**src/rtl/mmss_timer_pkg.sv**
```systemverilog
// Shared constants and helpers for the MM:SS timer core.
package mmss_timer_pkg;

   // FSM state encoding (3-bit)
   localparam logic [2:0] ST_IDLE  = 3'd0;
   localparam logic [2:0] ST_RUN   = 3'd1;
   localparam logic [2:0] ST_PAUSE = 3'd2;
   localparam logic [2:0] ST_DONE  = 3'd3;
   localparam logic [2:0] ST_ERR   = 3'd4;

   // Display code for a dash on seven_segment
   localparam logic [3:0] DIGIT_DASH   = 4'd10;
   localparam logic [3:0] BCD_MAX_ONES = 4'd9;
   localparam logic [3:0] BCD_MAX_TENS = 4'd5;

   // Nibble positions inside a 16-bit MM:SS word
   localparam int unsigned POS_MT = 12;
   localparam int unsigned POS_MO = 8;
   localparam int unsigned POS_ST = 4;
   localparam int unsigned POS_SO = 0;

   localparam logic [15:0] TIME_ZERO = 16'h0000;
   localparam logic [15:0] TIME_MAX  = 16'h5959;

   // A preset is loadable only if it is a legal MM:SS BCD value
   function automatic logic preset_valid(input logic [15:0] p);
      return (p[POS_MT +: 4] <= BCD_MAX_TENS) &&
             (p[POS_MO +: 4] <= BCD_MAX_ONES) &&
             (p[POS_ST +: 4] <= BCD_MAX_TENS) &&
             (p[POS_SO +: 4] <= BCD_MAX_ONES);
   endfunction

endpackage

```
**src/rtl/bcd_mmss_step.sv**
```systemverilog
// One-second BCD step of an MM:SS value, up or down, saturating at the limit.
module bcd_mmss_step
   import mmss_timer_pkg::*;
(
   input  logic [15:0] time_i,
   input  logic        dir_i,
   output logic [15:0] next_o,
   output logic        at_limit_o
);

   logic [3:0] mt, mo, st, so;
   logic       lim;

   assign mt = time_i[POS_MT +: 4];
   assign mo = time_i[POS_MO +: 4];
   assign st = time_i[POS_ST +: 4];
   assign so = time_i[POS_SO +: 4];

   // Ripple carry/borrow through the four digits; hold when already at the limit
   always_comb begin
      lim    = dir_i ? (time_i == TIME_MAX) : (time_i == TIME_ZERO);
      next_o = time_i;
      if (!lim) begin
         if (dir_i) begin
            if (so != BCD_MAX_ONES) begin
               next_o[POS_SO +: 4] = so + 4'd1;
            end else begin
               next_o[POS_SO +: 4] = '0;
               if (st != BCD_MAX_TENS) begin
                  next_o[POS_ST +: 4] = st + 4'd1;
               end else begin
                  next_o[POS_ST +: 4] = '0;
                  if (mo != BCD_MAX_ONES) begin
                     next_o[POS_MO +: 4] = mo + 4'd1;
                  end else begin
                     next_o[POS_MO +: 4] = '0;
                     next_o[POS_MT +: 4] = mt + 4'd1;
                  end
               end
            end
         end else begin
            if (so != 4'd0) begin
               next_o[POS_SO +: 4] = so - 4'd1;
            end else begin
               next_o[POS_SO +: 4] = BCD_MAX_ONES;
               if (st != 4'd0) begin
                  next_o[POS_ST +: 4] = st - 4'd1;
               end else begin
                  next_o[POS_ST +: 4] = BCD_MAX_TENS;
                  if (mo != 4'd0) begin
                     next_o[POS_MO +: 4] = mo - 4'd1;
                  end else begin
                     next_o[POS_MO +: 4] = BCD_MAX_ONES;
                     next_o[POS_MT +: 4] = mt - 4'd1;
                  end
               end
            end
         end
      end
   end

   assign at_limit_o = lim;

endmodule

```
**src/rtl/mmss_timer_ctrl.sv**
```systemverilog
// MM:SS countdown/count-up timer core feeding the four seven-segment digits.
module mmss_timer_ctrl
   import mmss_timer_pkg::*;
#(
   parameter int unsigned TICK_DIV = 100_000_000
)(
   input  logic        clk,
   input  logic        rst,
   input  logic        start_db,
   input  logic        load_db,
   input  logic        dir,
   input  logic [15:0] preset,
   output logic [3:0]  digit_0,
   output logic [3:0]  digit_1,
   output logic [3:0]  digit_2,
   output logic [3:0]  digit_3,
   output logic        running,
   output logic        done,
   output logic        err
);

   localparam int unsigned PW = (TICK_DIV > 2) ? $clog2(TICK_DIV) : 1;
   localparam logic [PW-1:0] PRESC_LAST = PW'(TICK_DIV - 1);

   logic [2:0]    state_q, state_d;
   logic [15:0]   time_q, time_d;
   logic [15:0]   reload_q, reload_d;
   logic [PW-1:0] presc_q, presc_d;
   logic          dir_lat_q, dir_lat_d;
   logic          start_prev_q, load_prev_q;

   logic          start_ev, load_ev, tick;
   logic          step_dir, step_lim, next_lim;
   logic [15:0]   step_next;

   assign start_ev = start_db & ~start_prev_q;
   assign load_ev  = load_db  & ~load_prev_q;
   assign tick     = (state_q == ST_RUN) && (presc_q == PRESC_LAST);

   // In IDLE the step block checks the live dir for the start test; otherwise the latched one
   assign step_dir = (state_q == ST_IDLE) ? dir : dir_lat_q;
   assign next_lim = (step_next == (dir_lat_q ? TIME_MAX : TIME_ZERO));

   bcd_mmss_step u_step (
      .time_i     (time_q),
      .dir_i      (step_dir),
      .next_o     (step_next),
      .at_limit_o (step_lim)
   );

   // Next-state logic: start events take precedence over a same-cycle load
   always_comb begin
      state_d   = state_q;
      time_d    = time_q;
      reload_d  = reload_q;
      presc_d   = presc_q;
      dir_lat_d = dir_lat_q;
      case (state_q)
         ST_IDLE: begin
            if (start_ev) begin
               dir_lat_d = dir;
               presc_d   = '0;
               state_d   = step_lim ? ST_DONE : ST_RUN;
            end
         end
         ST_RUN: begin
            if (start_ev) begin
               state_d = ST_PAUSE;
            end else if (tick) begin
               presc_d = '0;
               time_d  = step_next;
               if (next_lim) state_d = ST_DONE;
            end else begin
               presc_d = presc_q + PW'(1);
            end
         end
         ST_PAUSE: begin
            if (start_ev) state_d = ST_RUN;
         end
         ST_DONE: begin
            if (start_ev) begin
               state_d = ST_IDLE;
               time_d  = reload_q;
            end
         end
         ST_ERR: begin
         end
         default: state_d = ST_IDLE;
      endcase
      if (load_ev && !start_ev && (state_q != ST_RUN)) begin
         if (preset_valid(preset)) begin
            time_d   = preset;
            reload_d = preset;
            state_d  = ST_IDLE;
            presc_d  = '0;
         end else begin
            state_d  = ST_ERR;
         end
      end
   end

   // State registers; prev flops reset high so a held button yields no event
   always_ff @(posedge clk or posedge rst) begin
      if (rst) begin
         state_q      <= ST_IDLE;
         time_q       <= '0;
         reload_q     <= '0;
         presc_q      <= '0;
         dir_lat_q    <= 1'b0;
         start_prev_q <= 1'b1;
         load_prev_q  <= 1'b1;
      end else begin
         state_q      <= state_d;
         time_q       <= time_d;
         reload_q     <= reload_d;
         presc_q      <= presc_d;
         dir_lat_q    <= dir_lat_d;
         start_prev_q <= start_db;
         load_prev_q  <= load_db;
      end
   end

   assign digit_0 = (state_q == ST_ERR) ? DIGIT_DASH : time_q[POS_SO +: 4];
   assign digit_1 = (state_q == ST_ERR) ? DIGIT_DASH : time_q[POS_ST +: 4];
   assign digit_2 = (state_q == ST_ERR) ? DIGIT_DASH : time_q[POS_MO +: 4];
   assign digit_3 = (state_q == ST_ERR) ? DIGIT_DASH : time_q[POS_MT +: 4];

   assign running = (state_q == ST_RUN);
   assign done    = (state_q == ST_DONE);
   assign err     = (state_q == ST_ERR);

endmodule

```
**config.mk**
```make
export PLATFORM = sky130hd
export DESIGN_NAME = mmss_timer_ctrl
export DESIGN_NICKNAME = d
export VERILOG_FILES = /design/src/rtl/mmss_timer_pkg.sv /design/src/rtl/bcd_mmss_step.sv /design/src/rtl/mmss_timer_ctrl.sv
export SDC_FILE = /design/constraint.sdc
export NUM_CORES = 1
export LEC_CHECK = 0
export BUFFER_PORTS_ARGS = -buffer_cell sky130_fd_sc_hd__buf_4
export CORE_MARGIN = 2
export CORE_UTILIZATION = 60
export CTS_BUF_LIST = sky130_fd_sc_hd__clkbuf_8
export DETAILED_ROUTE_END_ITERATION = 8
export GPL_ROUTABILITY_DRIVEN = 1
export GPL_TIMING_DRIVEN = 0
export PLACE_DENSITY = 0.89
export SLEW_MARGIN = 20
export SYNTH_ARGS = -nofsm -noshare
export SYNTH_HDL_FRONTEND = slang
export SYNTH_SLANG_ARGS = --single-unit
```
**constraint.sdc**
```tcl
create_clock -name clk -period 4.6 [get_ports clk]
set_clock_uncertainty 0.15 [all_clocks]
set_input_delay 0.46 -clock clk [delete_from_list [all_inputs] [get_ports clk]]
set_output_delay 0.46 -clock clk [all_outputs]
set_load 0.02 [all_outputs]
```
==> flow_metrics.env <==
export IMPL_hp_class="primary input to flip-flop"
export IMPL_fmax_ghz=0.258
export IMPL_min_to="load_prev_q$_DFF_PP1_"
export IMPL_wl_met3_mm=1.62
export IMPL_synth_adder_area_share=0.0207
export IMPL_synth_area_leader_cell="dfrtp_1"
export IMPL_clock_path_buffers=2
export IMPL_pre_cts_slack_ns=0.836
export IMPL_ir_worst_vdd_uv=278
export IMPL_cts_root_buf="clkbuf_8"
export IMPL_hold_worst_slack_ns=0.0711
export IMPL_path_delay_family="simple AND/OR/NAND/NOR gates"
export IMPL_reg2reg_depth=9
export IMPL_fp_dieW_microns=93.9
export IMPL_synth_compound_area_frac=0.241
export IMPL_synth_top_cell_area_share=0.325
export IMPL_ys_types=75
export IMPL_ys_ff_latch=65
export IMPL_drtIter0Drc=641
export IMPL_grt_pass1_vias=4746
export IMPL_dp_cells=756
export IMPL_drc=0
export IMPL_synth_area_leaders="dfrtp_1 (33%), nand2_1 (7.1%), a21oi_1 (4.5%)"
export IMPL_p_leak_nw=2.27
export IMPL_path_buf_inv=1
export IMPL_hold_path_startpoint="load_db"
export IMPL_synth_avg_cell_area_sq_um=7.89
export IMPL_start_kind="flip-flop"
export IMPL_rsz0062_at_grt="false"
export IMPL_seq_area_frac_synth=0.336
export IMPL_cellPowerDensity_mw_per_mm2=568
export IMPL_clk_pin_slew_ns=0.08
export IMPL_cts_sinks=65
export IMPL_die_h_microns=93.9
export IMPL_cts_resized=0
export IMPL_final_cells=772
export IMPL_track_usage=0.351
export IMPL_max_stage_delay_ns=0.51
export IMPL_tightest_slew_ns=1.05
export IMPL_io_pins=40
export IMPL_fin_crit_ns=3.88
export IMPL_port_buffer_count=39
export IMPL_num_antenna_cells=0
export IMPL_r2r_slack_ns=0.72
export IMPL_yosysMostFrequentCell="nand2_1"
export IMPL_dieArea_sq_mm=0.00881
export IMPL_synth_warnings=0
export IMPL_met2_length_mm=6.77
export IMPL_areaGrowthSynthToFinish_pct=13.4
export IMPL_antenna_found_initial=0
export IMPL_synthMuxAreaShare=0.0261
export IMPL_worstPathRequired_ns=4.70
export IMPL_cts_tree="built"
export IMPL_antenna_left=0
export IMPL_overflow=0
export IMPL_stdcell_area_sq_mm=0.00550
export IMPL_placed_area_sq_mm=0.00530
export IMPL_slew_violations=0
export IMPL_timing_final_ws_setup_ns=0.718
export IMPL_cts_inserted_buffers=9
export IMPL_maxCapViolCount=0
export IMPL_tns_ns=0
export IMPL_synth_async_reset_ratio=1.00
export IMPL_dp_hpwl_mm=11.1
export IMPL_cp_startpoint="time_q[1]$_DFF_PP0_"
export IMPL_endpoint_kind="flip-flop"
export IMPL_cts_hold_buffers=1
export IMPL_cts_setup_buffers=0
export IMPL_totalPowerFinal_mw=3.12
export IMPL_start_util=0.624
export IMPL_slew_headroom=0.296
export IMPL_cpMaxStageDelayCell="mux2i_2"
export IMPL_r2r_end="state_q[1]$_DFFE_PP0P_"
export IMPL_synth_edff_count=0
export IMPL_period_share=0.844
export IMPL_cp_cell_sequence="inv_1, ha_1, nor4b_4, nand4_2, mux2i_2, o21ai_0, a2111oi_2, or4b_1, a311oi_1"
export IMPL_arrival_ns=3.98
export IMPL_synth_top_family_by_area="simple AND/OR/NAND/NOR gates"
export IMPL_htree_levels=3
export IMPL_rows=32
export IMPL_hold_viol_final=0
export IMPL_insertion_delay_ns=0.35
export IMPL_crit_type="flip-flop to flip-flop"
export IMPL_met1_length_mm=6.63
export IMPL_drt_first_pass_iters=6
export IMPL_synthesis_area_sq_mm=0.00485
export IMPL_synth_common_cells="nand2_1 (92), dfrtp_1 (63), nor2_1 (53), a21oi_1 (44), o21ai_0 (39)"
export IMPL_setup_viol=0
export IMPL_finalWirelength_mm=15.3
export IMPL_run_status="completed"
export IMPL_vias=5266
export IMPL_reg2reg_from="time_q[1]$_DFF_PP0_"
export IMPL_min_path_cells=1
export IMPL_core_area_sq_mm=0.00777
export IMPL_synth_flop_cell="dfrtp_1"
export IMPL_postSynthCellCount=614
export IMPL_synthSimpleGateAreaFrac=0.322
export IMPL_wl_per_cell_microns=19.8
export IMPL_globalplace_congestion=0.964
export IMPL_utilization=0.707
export IMPL_path_max_fanout=9
export IMPL_drive_gt1_frac=0.131
export IMPL_synthesis_nets=643
export IMPL_synth_xor_area_frac=0.00542
export IMPL_routed_top_layer="met4"
export IMPL_grt_pass1_wl_mm=24.2
export IMPL_grt_max_degree=60
export IMPL_finalNetCount=695
export IMPL_vias_per_cell=6.82
[cell type report]
class	instances	area, sq um
Multi-Input combinational cell	490	2980
Buffer	43	176
Clock buffer	10	138
Sequential cell	65	1630
Fill cell	639	2270
Tap cell	102	128
Inverter	16	62.6
Timing Repair Buffer	41	330
Clock inverter	5	50.0
[registers in the layout, indices dropped and copies added (netlist names)]
register,cells
dir_lat_q,1
load_prev_q,1
presc_q,27
reload_q,16
start_prev_q,1
state_q,3
time_q,16
[cells by family (layout without fill, tap and decap cells)]
kind of cell,count (synthesis),after routing
compound gates,176,176
xor+xnor,3,3
fa+ha+maj,8,8
buf+inv,59,115
flops,65,65
mux,10,10
simple gates,293,293
[routing by layer]
metal	vias to the layer above	GRT usage
met3	34	0.0594
met1	2495	0.527
li1	2376	-
met2	361	0.505
met5	-	0
met4	0	0.130
[worst max-delay path by stage]
stage	end	slack [ns]	cells past startpoint
after floorplan	state_q[1]$_DFFE_PP0P_	1.43	9
after global placement	state_q[1]$_DFFE_PP0P_	0.78	9
after detailed placement	state_q[1]$_DFFE_PP0P_	0.84	9
after CTS	state_q[1]$_DFFE_PP0P_	0.82	9
after global routing	state_q[1]$_DFFE_PP0P_	0.49	10
final	state_q[1]$_DFFE_PP0P_	0.72	9
[layout by cell type, fill, tap and decap left out, types with 8 or more instances in the layout]
cell type / n
and2_1: 10
o21ai_0: 39
or3_1: 8
a31oi_1: 16
ha_1: 8
dfrtp_1: 63
a22oi_1: 12
nor2_1: 53
a21oi_1: 44
inv_1: 16
clkbuf_1: 35
and3_1: 8
nor2b_1: 8
nand4_1: 10
nor3_1: 20
nand2_1: 92
buf_4: 39
clkbuf_8: 10
nand3_1: 26
[where the power goes]
| part | internal [mW] | switching, mW | total [mW] |
|---|---|---|---|
| clock | 0.258 | 0.227 | 0.485 |
| sequential | 0.685 | 0.136 | 0.821 |
| combinational | 0.667 | 1.15 | 1.81 |
No activity file was read; power rests on OpenSTA's default activity.
